[config.mk]
export PLATFORM = sky130hd
export DESIGN_NAME = red_pitaya_mixer_block
export DESIGN_NICKNAME = d
export VERILOG_FILES = /design/src/rtl/red_pitaya_mixer_pkg.sv /design/src/rtl/red_pitaya_gain_ramp.sv /design/src/rtl/red_pitaya_mixer_block.sv
export SDC_FILE = /design/constraint.sdc
export NUM_CORES = 2
export LEC_CHECK = 0
export CAP_MARGIN = 5
export CELL_PAD_IN_SITES_DETAIL_PLACEMENT = 0
export CELL_PAD_IN_SITES_GLOBAL_PLACEMENT = 1
export CORE_ASPECT_RATIO = 0.9
export CORE_UTILIZATION = 51
export DETAILED_ROUTE_END_ITERATION = 10
export PLACE_DENSITY_LB_ADDON = 0.2
export SETUP_SLACK_MARGIN = 0.02
export SYNTH_ARGS = -nofsm -noshare
export SYNTH_HDL_FRONTEND = slang
export SYNTH_SLANG_ARGS = --single-unit
[constraint.sdc]
create_clock -name clk_i -period 8.1 [get_ports clk_i]
set_input_delay 2.43 -clock clk_i [delete_from_list [all_inputs] [get_ports clk_i]]
set_output_delay 2.43 -clock clk_i [all_outputs]
set_load 0.01 [all_outputs]
[src/rtl/red_pitaya_mixer_pkg.sv]
// Shared constants for the Red Pitaya mixer block: register map, sample
// width, saturation limits and CTRL/STATUS bit positions.
package red_pitaya_mixer_pkg;

  localparam int DATA_W  = 14;
  localparam int SAT_MAX = 8191;
  localparam int SAT_MIN = -8192;

  localparam logic [15:0] ADDR_CTRL        = 16'h0100;
  localparam logic [15:0] ADDR_STATUS      = 16'h0104;
  localparam logic [15:0] ADDR_RAMP_DIV    = 16'h0108;
  localparam logic [15:0] ADDR_RAMP_STEP   = 16'h010C;
  localparam logic [15:0] ADDR_TARGET_BASE = 16'h0110;
  localparam logic [15:0] ADDR_CUR_BASE    = 16'h0140;
  localparam logic [15:0] ADDR_SHIFT       = 16'h0200;
  localparam logic [15:0] ADDR_NCH         = 16'h0204;
  localparam logic [15:0] ADDR_GAINBITS    = 16'h020C;

  localparam int CTRL_ENABLE_BIT  = 0;
  localparam int CTRL_RAMP_EN_BIT = 1;
  localparam int STATUS_BUSY_BIT  = 0;
  localparam int STATUS_SAT_BIT   = 1;

  typedef struct packed {
    logic ramp_en;
    logic enable;
  } ctrl_t;

  // Address of per-channel slot k inside a 4-byte-strided bank.
  function automatic logic [15:0] slot_addr(input logic [15:0] base, input int k);
    return base + 16'(4 * k);
  endfunction

endpackage

[src/rtl/red_pitaya_gain_ramp.sv]
// One channel's gain register pair: a bus-written target gain and the
// current gain that follows it, either at once or in bounded steps on ticks.
module red_pitaya_gain_ramp
  import red_pitaya_mixer_pkg::*;
#(
  parameter int GAINBITS = 24
) (
  input  logic                clk_i,
  input  logic                rstn_i,
  input  logic                tick,
  input  logic                ramp_en,
  input  logic [GAINBITS-2:0] step,
  input  logic                target_we,
  input  logic [GAINBITS-1:0] target_wdata,
  output logic [GAINBITS-1:0] target,
  output logic [GAINBITS-1:0] cur_gain
);

  logic signed [GAINBITS:0] diff;
  logic        [GAINBITS:0] mag;
  logic        [GAINBITS:0] step_ext;
  logic        [GAINBITS-1:0] stepped;
  logic                     ramp_active;

  // Distance to target at one extra bit so opposite-sign gains cannot wrap.
  always_comb begin
    diff        = $signed({target[GAINBITS-1], target}) - $signed({cur_gain[GAINBITS-1], cur_gain});
    mag         = diff[GAINBITS] ? -diff : diff;
    step_ext    = {2'b00, step};
    stepped     = diff[GAINBITS] ? (cur_gain - {1'b0, step}) : (cur_gain + {1'b0, step});
    ramp_active = ramp_en && (step != '0);
  end

  // Target register; a new target mid-ramp simply redirects from cur_gain.
  always_ff @(posedge clk_i or negedge rstn_i) begin
    if (!rstn_i) begin
      target <= '0;
    end else if (target_we) begin
      target <= target_wdata;
    end
  end

  // Current gain: follows target directly, or steps toward it on ticks and snaps when close.
  always_ff @(posedge clk_i or negedge rstn_i) begin
    if (!rstn_i) begin
      cur_gain <= '0;
    end else if (!ramp_active) begin
      cur_gain <= target;
    end else if (tick) begin
      if (mag <= step_ext) begin
        cur_gain <= target;
      end else begin
        cur_gain <= stepped;
      end
    end
  end

endmodule

[src/rtl/red_pitaya_mixer_block.sv]
// Weighted-sum mixer: NCH signed 14-bit inputs times ramped signed gains,
// summed, scaled by 2^-SHIFT and saturated to 14 bits, with a register bus.
module red_pitaya_mixer_block
  import red_pitaya_mixer_pkg::*;
#(
  parameter int NCH      = 2,
  parameter int GAINBITS = 24,
  parameter int SHIFT    = 12,
  parameter int DIVBITS  = 16
) (
  input  logic                clk_i,
  input  logic                rstn_i,
  input  logic [NCH*14-1:0]   dat_i,
  output logic [13:0]         dat_o,
  output logic                sat_o,
  input  logic [15:0]         addr,
  input  logic                wen,
  input  logic                ren,
  input  logic [31:0]         wdata,
  output logic                ack,
  output logic [31:0]         rdata
);

  localparam int PW   = DATA_W + GAINBITS;
  localparam int SUMW = PW + 2;
  localparam logic signed [SUMW-1:0] MAXV = SUMW'(SAT_MAX);
  localparam logic signed [SUMW-1:0] MINV = SUMW'(SAT_MIN);

  ctrl_t               ctrl;
  logic [DIVBITS-1:0]  ramp_div;
  logic [GAINBITS-2:0] ramp_step;
  logic [DIVBITS-1:0]  div_cnt;
  logic                tick;
  logic                sat_sticky;
  logic                ramp_busy;
  logic [NCH-1:0]      target_we;
  logic                ctrl_we, status_we, div_we, step_we;
  logic [31:0]         rd_mux;
  logic                unused_wdata;

  logic [GAINBITS-1:0]        target_q [NCH];
  logic [GAINBITS-1:0]        cur_q    [NCH];
  logic signed [DATA_W-1:0]   dat_r    [NCH];
  logic signed [GAINBITS-1:0] gain_r   [NCH];
  logic signed [PW-1:0]       prod_r   [NCH];

  logic signed [SUMW-1:0] sum;
  logic signed [SUMW-1:0] shifted;
  logic [13:0]            res_d;
  logic                   sat_d;

  assign unused_wdata = ^wdata;

  // Write-strobe decode for every writable register.
  always_comb begin
    ctrl_we   = wen && (addr == ADDR_CTRL);
    status_we = wen && (addr == ADDR_STATUS);
    div_we    = wen && (addr == ADDR_RAMP_DIV);
    step_we   = wen && (addr == ADDR_RAMP_STEP);
    target_we = '0;
    for (int k = 0; k < NCH; k++) begin
      target_we[k] = wen && (addr == slot_addr(ADDR_TARGET_BASE, k));
    end
  end

  // Control and ramp configuration registers.
  always_ff @(posedge clk_i or negedge rstn_i) begin
    if (!rstn_i) begin
      ctrl      <= '0;
      ramp_div  <= '0;
      ramp_step <= '0;
    end else begin
      if (ctrl_we) begin
        ctrl.enable  <= wdata[CTRL_ENABLE_BIT];
        ctrl.ramp_en <= wdata[CTRL_RAMP_EN_BIT];
      end
      if (div_we)  ramp_div  <= wdata[DIVBITS-1:0];
      if (step_we) ramp_step <= wdata[GAINBITS-2:0];
    end
  end

  assign tick = (div_cnt >= ramp_div);

  // Shared ramp divider: wraps after reaching RAMP_DIV, restarts on a divider write.
  always_ff @(posedge clk_i or negedge rstn_i) begin
    if (!rstn_i) begin
      div_cnt <= '0;
    end else if (div_we || tick) begin
      div_cnt <= '0;
    end else begin
      div_cnt <= div_cnt + DIVBITS'(1);
    end
  end

  for (genvar k = 0; k < NCH; k++) begin : g_ch
    red_pitaya_gain_ramp #(
      .GAINBITS(GAINBITS)
    ) u_ramp (
      .clk_i       (clk_i),
      .rstn_i      (rstn_i),
      .tick        (tick),
      .ramp_en     (ctrl.ramp_en),
      .step        (ramp_step),
      .target_we   (target_we[k]),
      .target_wdata(wdata[GAINBITS-1:0]),
      .target      (target_q[k]),
      .cur_gain    (cur_q[k])
    );
  end

  // Busy while any channel's current gain has not yet arrived at its target.
  always_comb begin
    ramp_busy = 1'b0;
    for (int k = 0; k < NCH; k++) begin
      if (cur_q[k] != target_q[k]) ramp_busy = 1'b1;
    end
  end

  // Sticky saturation flag; a fresh saturation beats a simultaneous clear.
  always_ff @(posedge clk_i or negedge rstn_i) begin
    if (!rstn_i) begin
      sat_sticky <= 1'b0;
    end else if (sat_o) begin
      sat_sticky <= 1'b1;
    end else if (status_we && wdata[STATUS_SAT_BIT]) begin
      sat_sticky <= 1'b0;
    end
  end

  // Read multiplexer; unmapped addresses and absent channel slots fall through to 0.
  always_comb begin
    rd_mux = '0;
    case (addr)
      ADDR_CTRL: begin
        rd_mux[CTRL_ENABLE_BIT]  = ctrl.enable;
        rd_mux[CTRL_RAMP_EN_BIT] = ctrl.ramp_en;
      end
      ADDR_STATUS: begin
        rd_mux[STATUS_BUSY_BIT] = ramp_busy;
        rd_mux[STATUS_SAT_BIT]  = sat_sticky;
      end
      ADDR_RAMP_DIV:  rd_mux = 32'(ramp_div);
      ADDR_RAMP_STEP: rd_mux = 32'(ramp_step);
      ADDR_SHIFT:     rd_mux = 32'(SHIFT);
      ADDR_NCH:       rd_mux = 32'(NCH);
      ADDR_GAINBITS:  rd_mux = 32'(GAINBITS);
      default:        rd_mux = '0;
    endcase
    for (int k = 0; k < NCH; k++) begin
      if (addr == slot_addr(ADDR_TARGET_BASE, k))
        rd_mux = {{(32-GAINBITS){target_q[k][GAINBITS-1]}}, target_q[k]};
      if (addr == slot_addr(ADDR_CUR_BASE, k))
        rd_mux = {{(32-GAINBITS){cur_q[k][GAINBITS-1]}}, cur_q[k]};
    end
  end

  // Bus response: every strobe is acknowledged one cycle later with registered data.
  always_ff @(posedge clk_i or negedge rstn_i) begin
    if (!rstn_i) begin
      ack   <= 1'b0;
      rdata <= '0;
    end else begin
      ack   <= wen | ren;
      rdata <= ren ? rd_mux : '0;
    end
  end

  // Pipeline stages 1 and 2: capture samples and gains, then form the products.
  always_ff @(posedge clk_i or negedge rstn_i) begin
    if (!rstn_i) begin
      for (int k = 0; k < NCH; k++) begin
        dat_r[k]  <= '0;
        gain_r[k] <= '0;
        prod_r[k] <= '0;
      end
    end else begin
      for (int k = 0; k < NCH; k++) begin
        dat_r[k]  <= dat_i[14*k +: 14];
        gain_r[k] <= cur_q[k];
        prod_r[k] <= PW'(dat_r[k]) * PW'(gain_r[k]);
      end
    end
  end

  // Stage 3 combinational: widened sum, floor shift, clip to the 14-bit range.
  always_comb begin
    sum = '0;
    for (int k = 0; k < NCH; k++) begin
      sum = sum + SUMW'(prod_r[k]);
    end
    shifted = sum >>> SHIFT;
    res_d   = shifted[13:0];
    sat_d   = 1'b0;
    if (!ctrl.enable) begin
      res_d = '0;
    end else if (shifted > MAXV) begin
      res_d = 14'(SAT_MAX);
      sat_d = 1'b1;
    end else if (shifted < MINV) begin
      res_d = 14'(SAT_MIN);
      sat_d = 1'b1;
    end
  end

  // Stage 3 register driving the outputs.
  always_ff @(posedge clk_i or negedge rstn_i) begin
    if (!rstn_i) begin
      dat_o <= '0;
      sat_o <= 1'b0;
    end else begin
      dat_o <= res_d;
      sat_o <= sat_d;
    end
  end

endmodule

# Word-level counts from Yosys, hierarchy flattened
# Index checks and enable logic that the tools add are counted.
[totals] regBits=354 inputBits=80 out_inout_bits=48 word_cells=91
[classes] add_sub_neg=10 multipliers=2 order_cmp=5 n_eq_ne=14 n_mux=28 bitwise_logic=1 n_reduce_logical=11
[ops] op="24-bit 2-to-1 mux" n=8
[ops] op="32-bit 2-to-1 mux" n=5
[ops] op="16-bit by 9-bit equality test with 1-bit output (second input constant)" n=8
[ops] op="21-bit one-hot mux with 4 select lines" n=1
[ops] op="14-bit by 24-bit multiplier with 38-bit output" n=2
[ops] op="25-bit by 23-bit less-or-equal comparator with 1-bit output" n=2
[ops] op="25-bit 2-to-1 mux" n=2
[ops] op="25-bit negation" n=2
[ops] op="24-bit by 24-bit subtractor with 25-bit output" n=2
[ops] op="24-bit by 23-bit adder with 24-bit output" n=2
[ops] op="16-bit by 10-bit equality test with 1-bit output (second input constant)" n=3
[ops] op="24-bit inequality test" n=2
[ops] op="24-bit by 23-bit subtractor with 24-bit output" n=2
[ops] op="14-bit 2-to-1 mux" n=3
[ops] op="38-bit by 38-bit adder with 39-bit output" n=1
[ops] op="27-bit by 14-bit greater-than comparator with 1-bit output (second input constant)" n=1
[ops] op="27-bit by 14-bit < comparator with 1-bit output (second input constant)" n=1
[ops] op="23-bit nonzero test" n=1
[ops] op="16-bit by 1-bit adder with 16-bit output (second input constant)" n=1
[ops] op="16-bit >= comparator" n=1
[ops] op="16-bit 2-to-1 mux" n=1
[ops] op="2-bit one-hot mux with 5 select lines" n=1
[ops] op="1-bit logical AND" n=8
[ops] op="1-bit 2-to-1 mux" n=7
[ops] op="other kinds (4)" n=4

# Depth between registers and ports, before layout
[logic_depth] depth_word=9 depth_mapped=28 ltp_nobuf=27

# Hierarchy
# From an unflattened synthesis, not the netlist that was laid out.
[unflattened] hier_cells=5068 hier_area_um2=46806.1
[modules_own_cells] mod="red_pitaya_mixer_block" instances=1 cells_each=3541 area_each_um2=34478.1
[modules_own_cells] mod="red_pitaya_gain_ramp at g_ch[0].u_ramp" instances=1 cells_each=770 area_each_um2=6223.5
[modules_own_cells] mod="red_pitaya_gain_ramp at g_ch[1].u_ramp" instances=1 cells_each=757 area_each_um2=6104.6

# Worst setup path before layout
# OpenSTA, ideal clock, no wires.
[synth_path] kind="register to register" startpoint="register dat_r[5] (netlist bit)" endpoint="register prod_r[37] (netlist bit)" setup_ns=0.080 arrival_ns=6.483 t_required_ns=8.020 slack_ns=1.537 stages_incl_launch_ff=24 n_path_buf=1 synth_period_minus_slack_ns=6.563 cell_sequence="dfrtp_1 -> clkbuf_1 -> nand2_1 -> fa_1 -> fa_1 -> fa_1 -> inv_1 -> fa_1 -> fa_1 -> inv_1 -> fa_1 -> inv_1 -> ha_1 -> a21o_1 -> a21oi_1 -> nor2b_1 -> or4_1 -> a21o_1 -> a221o_1 -> a2111oi_0 -> nor3_1 -> a211o_1 -> a21oi_1 -> xnor2_1"
[synth_between] elab_chain_len=1
[synth_lines] item="start, declared" line="red_pitaya_mixer_block.sv:43" rtl="logic signed [DATA_W-1:0] dat_r [NCH];"
[synth_lines] item="start signal, assigned by index" line="red_pitaya_mixer_block.sv:178" rtl="dat_r[k] <= dat_i[14*k +: 14];"
[synth_lines] item="14-bit by 24-bit multiplier with 38-bit output" line="red_pitaya_mixer_block.sv:180" rtl="prod_r[k] <= PW'(dat_r[k]) * PW'(gain_r[k]);"
[synth_lines] item="end signal, assigned by index" line="red_pitaya_mixer_block.sv:180"
[synth_lines] item="end, declared" line="red_pitaya_mixer_block.sv:45" rtl="logic signed [PW-1:0] prod_r [NCH];"
# No other way between the ends.
# A chain may end at the register's enable or synchronous reset.

# Worst setup path in the final report
[layout_path] startpoint="register g_ch[1].u_ramp.cur_gain[19]" endpoint="register g_ch[1].u_ramp.cur_gain[20]"
[layout_between] elab_chain_len=7 elab_cells_between_ends=10 classes_between="add/sub (4); order compare (1); mux (5)"
[layout_lines] item="start, declared" line="red_pitaya_gain_ramp.sv:16" rtl="output logic [GAINBITS-1:0] cur_gain"
[layout_lines] item="start signal, assigned" line="red_pitaya_gain_ramp.sv:48" rtl="cur_gain <= target;"
[layout_lines] item="start signal, assigned" line="red_pitaya_gain_ramp.sv:51" rtl="cur_gain <= target;"
[layout_lines] item="start signal, assigned" line="red_pitaya_gain_ramp.sv:53" rtl="cur_gain <= stepped;"
[layout_lines] item="24-bit by 24-bit subtractor with 25-bit output" line="red_pitaya_gain_ramp.sv:27" rtl="diff = $signed({target[GAINBITS-1], target}) - $signed({cur_gain[GAINBITS-1], cur_gain});"
[layout_lines] item="25-bit negation" line="red_pitaya_gain_ramp.sv:28" rtl="mag = diff[GAINBITS] ? -diff : diff;"
[layout_lines] item="25-bit 2-to-1 mux" line="red_pitaya_gain_ramp.sv:28"
[layout_lines] item="25-bit by 23-bit less-or-equal comparator with 1-bit output" line="red_pitaya_gain_ramp.sv:50" rtl="if (mag <= step_ext) begin"
[layout_lines] item="24-bit 2-to-1 mux (*)" line="red_pitaya_gain_ramp.sv:50"
[layout_lines] item="24-bit 2-to-1 mux (*)" line="red_pitaya_gain_ramp.sv:49" rtl="end else if (tick) begin"
[layout_lines] item="24-bit 2-to-1 mux (*)" line="red_pitaya_gain_ramp.sv:47" rtl="end else if (!ramp_active) begin"
# Every way passes the cells marked *; elsewhere a longest branch is shown, timed or not. The select of a mux whose other input is x is not followed.

==> Flow_metrics.wiki <==
{| class="wikitable"
! Metric !! Value
|-
| Floorplan Core Area || 89700 µm²
|-
| HP Class || flip-flop to flip-flop
|-
| First-pass GRT wire length || 215 mm
|-
| Number of nets in the finished design || 6169
|-
| Worst Hold Path Cells || 0
|-
| Number of DRC violations after detailed routing || 0
|-
| Leakage dissipation || 24.7 nW
|-
| Clock latency on the worst-skew pair || 0.65 ns
|-
| Fill cell instance count of the final layout || 8165
|-
| Power after layout || 4.54 mW
|-
| CP arrival || 7.97 ns
|-
| Synth async-reset ratio || 100%
|-
| Half-perimeter wire length after detailed placement || 110 mm
|-
| Initial core utilization || 51.6%
|-
| Launch instance of the worst min-delay path || g_ch[0].u_ramp.cur_gain[2]$_DFFE_PN0P_
|-
| Count of hold buffers inserted by post-cts repair || 0
|-
| Die Span X || 319 µm
|-
| Port Buffers || 119
|-
| Fraction of power consumed by sequential logic || 39.8%
|-
| Part of the power in combinational logic || 12.3%
|-
| Clock tree buffer depth || 3
|-
| Worst Hold Slack || 0.438 ns
|-
| Portion of synthesized cell area occupied by the leading cell type || 27.4%
|-
| Cells after Synth || 5048
|-
| Flop-to-flop setup slack || 0.64 ns
|-
| Vert. Die Dim || 288 µm
|-
| Initial antenna violation count || 6
|-
| Std cell rows || 104
|-
| Endpoint, Worst Hold || gain_r[26]$_DFF_PN0_
|-
| Layout overhead on the synthesized area || 8.71%
|-
| Share of final-layout standard cells stronger than drive strength 1 || 5.78%
|-
| Top Ports || 128
|-
| Max Freq || 0.134 GHz
|-
| Worst clock skew on the final layout || 0.0387 ns
|-
| Final period utilization || 92.1%
|-
| RSZ-0062 raised after global routing || false
|-
| Count of maximum capacitance violations || 0
|-
| Cell area after synthesis || 46300 µm²
|-
| Overall fraction of global-route tracks in use || 30.5%
|-
| Clock transition at the registers of the reported paths || 0.06 ns
|-
| Cell count of the worst reg-to-reg path || 22
|-
| Sum Neg Setup Slack || 0 ns
|-
| VDD IR-drop max || 0.148 mV
|-
| Count of H-tree levels built during CTS || 2
|-
| Final count of negative-setup-slack endpoints || 0
|-
| Syn. warnings || 0
|-
| Nature of the critical path endpoint || flip-flop
|-
| Via count of the first global-routing pass || 36500
|-
| Aggregate routed wire length || 136 mm
|-
| Clock network power share || 47.9%
|-
| Crit Path Max Fanout || 19
|-
| TritonCTS clock tree || done
|-
| Worst max-slew margin expressed relative to the limit || 17.6%
|-
| Post-CTS Resized || 0
|-
| Number of post-CTS setup repair buffers || 0
|-
| Maximum number of pins on one net before global-route repair || 151
|-
| Result of the run || finished, final reports clean
|-
| Routed len/inst || 21.6 µm
|-
| Power density of the placed cells || 90.3 nW/µm²
|-
| Total die area || 91900 µm²
|-
| Type of the worst setup path || flip-flop to flip-flop
|-
| Final count of hold timing violations || 0
|-
| Drt via density || 5.81
|-
| Mean area per synthesized cell || 9.16 µm²
|-
| Total via count after detailed routing || 36500
|-
| Detailed-routing iteration count for the pre-antenna-repair pass || 6
|-
| Worst r2r dst || g_ch[1].u_ramp.cur_gain[20]$_DFFE_PN0P_
|-
| Number of sinks driven by the clock tree || 346
|-
| Final max-slew violation count || 0
|-
| Net count after synthesis || 6133
|-
| Min Tclk post-route || 7.46 ns
|-
| Count of flip-flops with a built-in enable after synthesis || 0
|-
| Worst path required time || 8.61 ns
|-
| Count of state elements after synthesis || 346
|-
| Actual slew at the worst max-slew pin || 1.24 ns
|-
| Root buffer cell || sky130_fd_sc_hd__clkbuf_16
|-
| Final Wtd Congestion || 0.954
|-
| Pre-CTS setup slack || 0.735 ns
|-
| Leading post-synthesis cells by cell area || sky130_fd_sc_hd__fa_1 (27%), sky130_fd_sc_hd__dfrtp_1 (19%), sky130_fd_sc_hd__ha_1 (10%)
|-
| Cell Int Power || 3.22 mW
|-
| Antenna viol nets, final || 0
|-
| Remaining global-route overflow || 0
|-
| Drt first-iter violations || 2972
|-
| Most instantiated flip-flop cell in the synthesis netlist || sky130_fd_sc_hd__dfrtp_1
|-
| Post-synthesis sequential area ratio || 18.7%
|-
| Post-synth top area cell || sky130_fd_sc_hd__fa_1
|-
| Switching pwr || 1.32 mW
|-
| Net switching fraction of the power || 29.0%
|-
| Setup WS post-layout || 0.642 ns
|-
| Startpoint class of the critical path || flip-flop
|-
| Beginning of the worst register-to-register path || g_ch[1].u_ramp.cur_gain[19]$_DFFE_PN0P_
|-
| Total clock buffers created by CTS || 45
|-
| Synth cell types || 87
|}
==> worst max-delay path, cell delays in order, from the launching register on <==
cell and delay, ns:
sky130_fd_sc_hd__dfrtp_1 0.47, sky130_fd_sc_hd__inv_1 0.11, sky130_fd_sc_hd__ha_1 0.47, sky130_fd_sc_hd__nand3_1 0.23
sky130_fd_sc_hd__or4_1 0.71, sky130_fd_sc_hd__a211oi_1 0.72, sky130_fd_sc_hd__o41a_1 0.20, sky130_fd_sc_hd__o21ai_0 0.14
sky130_fd_sc_hd__a21oi_2 0.41, sky130_fd_sc_hd__buf_4 0.34, sky130_fd_sc_hd__nand2_1 0.10, sky130_fd_sc_hd__xnor2_1 0.15
sky130_fd_sc_hd__ha_1 0.20, sky130_fd_sc_hd__nor3_1 0.36, sky130_fd_sc_hd__o21ai_0 0.21, sky130_fd_sc_hd__a31oi_1 0.37
sky130_fd_sc_hd__o21ai_0 0.25, sky130_fd_sc_hd__o31ai_1 0.29, sky130_fd_sc_hd__o21ai_0 0.32, sky130_fd_sc_hd__o41ai_1 0.67
sky130_fd_sc_hd__xor2_1 0.23, sky130_fd_sc_hd__nor4_1 0.08, sky130_fd_sc_hd__a221o_1 0.29
==> worst max path at each step <==
stage	startpoint	to	slack, ns	depth (start not counted)
after detailed placement	dat_r[8]$_DFF_PN0_	prod_r[37]$_DFF_PN0_	0.73	19
after CTS	dat_r[8]$_DFF_PN0_	prod_r[37]$_DFF_PN0_	0.74	19
after global routing	dat_r[8]$_DFF_PN0_	prod_r[37]$_DFF_PN0_	0.29	19
final	g_ch[1].u_ramp.cur_gain[19]$_DFFE_PN0P_	g_ch[1].u_ramp.cur_gain[20]$_DFFE_PN0P_	0.64	22
after floorplan	dat_r[5]$_DFF_PN0_	prod_r[37]$_DFF_PN0_	1.54	23
after global placement	dat_r[8]$_DFF_PN0_	prod_r[37]$_DFF_PN0_	0.75	19
==> per-stage QoR <==
| stage | util [%] | cells | instance area (µm²) |
|---|---|---|---|
| 6_report | 56.1 | 6288 | 50300 |
| 4_1_cts | 56.1 | 6286 | 50300 |
| 5_1_grt | 56.1 | 6286 | 50300 |
| 2_1_floorplan | - | 5048 | 46300 |
| 3_3_place_gp | 54.3 | 6203 | 48700 |
| 3_5_place_dp | 54.3 | 6203 | 48700 |
==> sequential cells by signal, summed over array words and instances (netlist names), 14 cells and up <==
signal and count:
g_ch.u_ramp.target 48, prod_r 76, g_ch.u_ramp.cur_gain 48, ramp_step 23
gain_r 48, div_cnt 16, dat_r 28, dat_o 14
ramp_div 16, rdata 24
==> placed cells by master, fill, tap and decap left out, drive strengths merged, types with 15 or more instances in the layout <==
| cell | netlist | final |
|---|---|---|
| o21a | 30 | 30 |
| or2 | 15 | 15 |
| and3 | 34 | 34 |
| buf | 21 | 76 |
| xor2 | 55 | 55 |
| o211ai | 36 | 36 |
| nor2b | 36 | 36 |
| a22oi | 48 | 48 |
| clkbuf | 184 | 53 |
| nor4 | 23 | 23 |
| and2 | 293 | 293 |
| a221o | 15 | 15 |
| a211oi | 30 | 30 |
| nand2 | 534 | 534 |
| a2111oi | 15 | 15 |
| a21o | 88 | 88 |
| o31ai | 19 | 19 |
| and4 | 15 | 15 |
| dfrtp | 346 | 346 |
| o21bai | 25 | 25 |
| o21ai | 131 | 131 |
| inv | 822 | 830 |
| nand3 | 83 | 83 |
| nand4 | 53 | 53 |
| a21oi | 206 | 206 |
| clkinv | 4 | 15 |
| xnor2 | 206 | 206 |
| nor2 | 228 | 228 |
| nor3 | 58 | 58 |
| a31oi | 53 | 53 |
| clkdlybuf4s50 | 0 | 118 |
| ha | 371 | 371 |
| nand2b | 37 | 37 |
| or3 | 19 | 19 |
| fa | 634 | 634 |
| mux2 | 90 | 90 |
==> synth_stat cells (all sizes together), types with 25 or more instances <==
cell type / count
nor2b: 36
mux2: 90
o21bai: 25
nand3: 83
xnor2: 206
ha: 371
nor2: 228
a31oi: 53
dfrtp: 346
and3: 34
a21o: 88
fa: 634
a22oi: 48
o211ai: 36
nand2b: 37
nand2: 534
a21oi: 206
a211oi: 30
o21ai: 131
o21a: 30
nor3: 58
inv: 822
nand4: 53
clkbuf: 184
xor2: 55
and2: 293
==> cell type report <==
cell class,instances,area [µm²],share of cell area [%]
antenna,2,5.00,0.00995
clock buffer,53,1190,2.36
clock inverter,30,375,0.746
inverter,826,3100,6.17
multi-input combinational,3671,33700,67.0
sequential,346,8660,17.2
tap,1166,1460,2.90
timing repair buffer,194,1780,3.55
==> power groups by stage <==
| stage | clock [mW] | sequential, mW | combinational (mW) |
|---|---|---|---|
| 5_1_grt | 2.28 | 1.81 | 0.615 |
| 6_report | 2.18 | 1.81 | 0.557 |
| 4_1_cts | 2.22 | 1.81 | 0.552 |
| 2_1_floorplan | 0 | 1.79 | 0.356 |
| 3_3_place_gp | 0 | 1.84 | 0.544 |
| 3_5_place_dp | 0 | 1.84 | 0.548 |
==> metal layers <==
metal  global-route usage (%)  up-vias  wire length (µm)  share of wire, %
li1                         -    16600                 -                 -
met1                     44.8    18400             62000                46
met2                     46.3     1268             59800                44
met3                     5.58      205             10800               7.9
met4                     8.10        8              3490               2.6
met5                        0        -                57             0.042
==> logic make-up after synthesis <==
group / after synthesis / share of synthesized area, %
adder cells (fa/ha/maj): 1005 / 37.5
XOR/XNOR: 261 / 4.94
AND/OR/NAND/NOR: 1468 / 15.7
buffers and inverters: 1031 / 8.46
multiplexers: 100 / 2.41
AO/OA/AOI/OAI: 837 / 12.3
flip-flops: 346 / 18.7
Power figures use the tool's default switching activity.
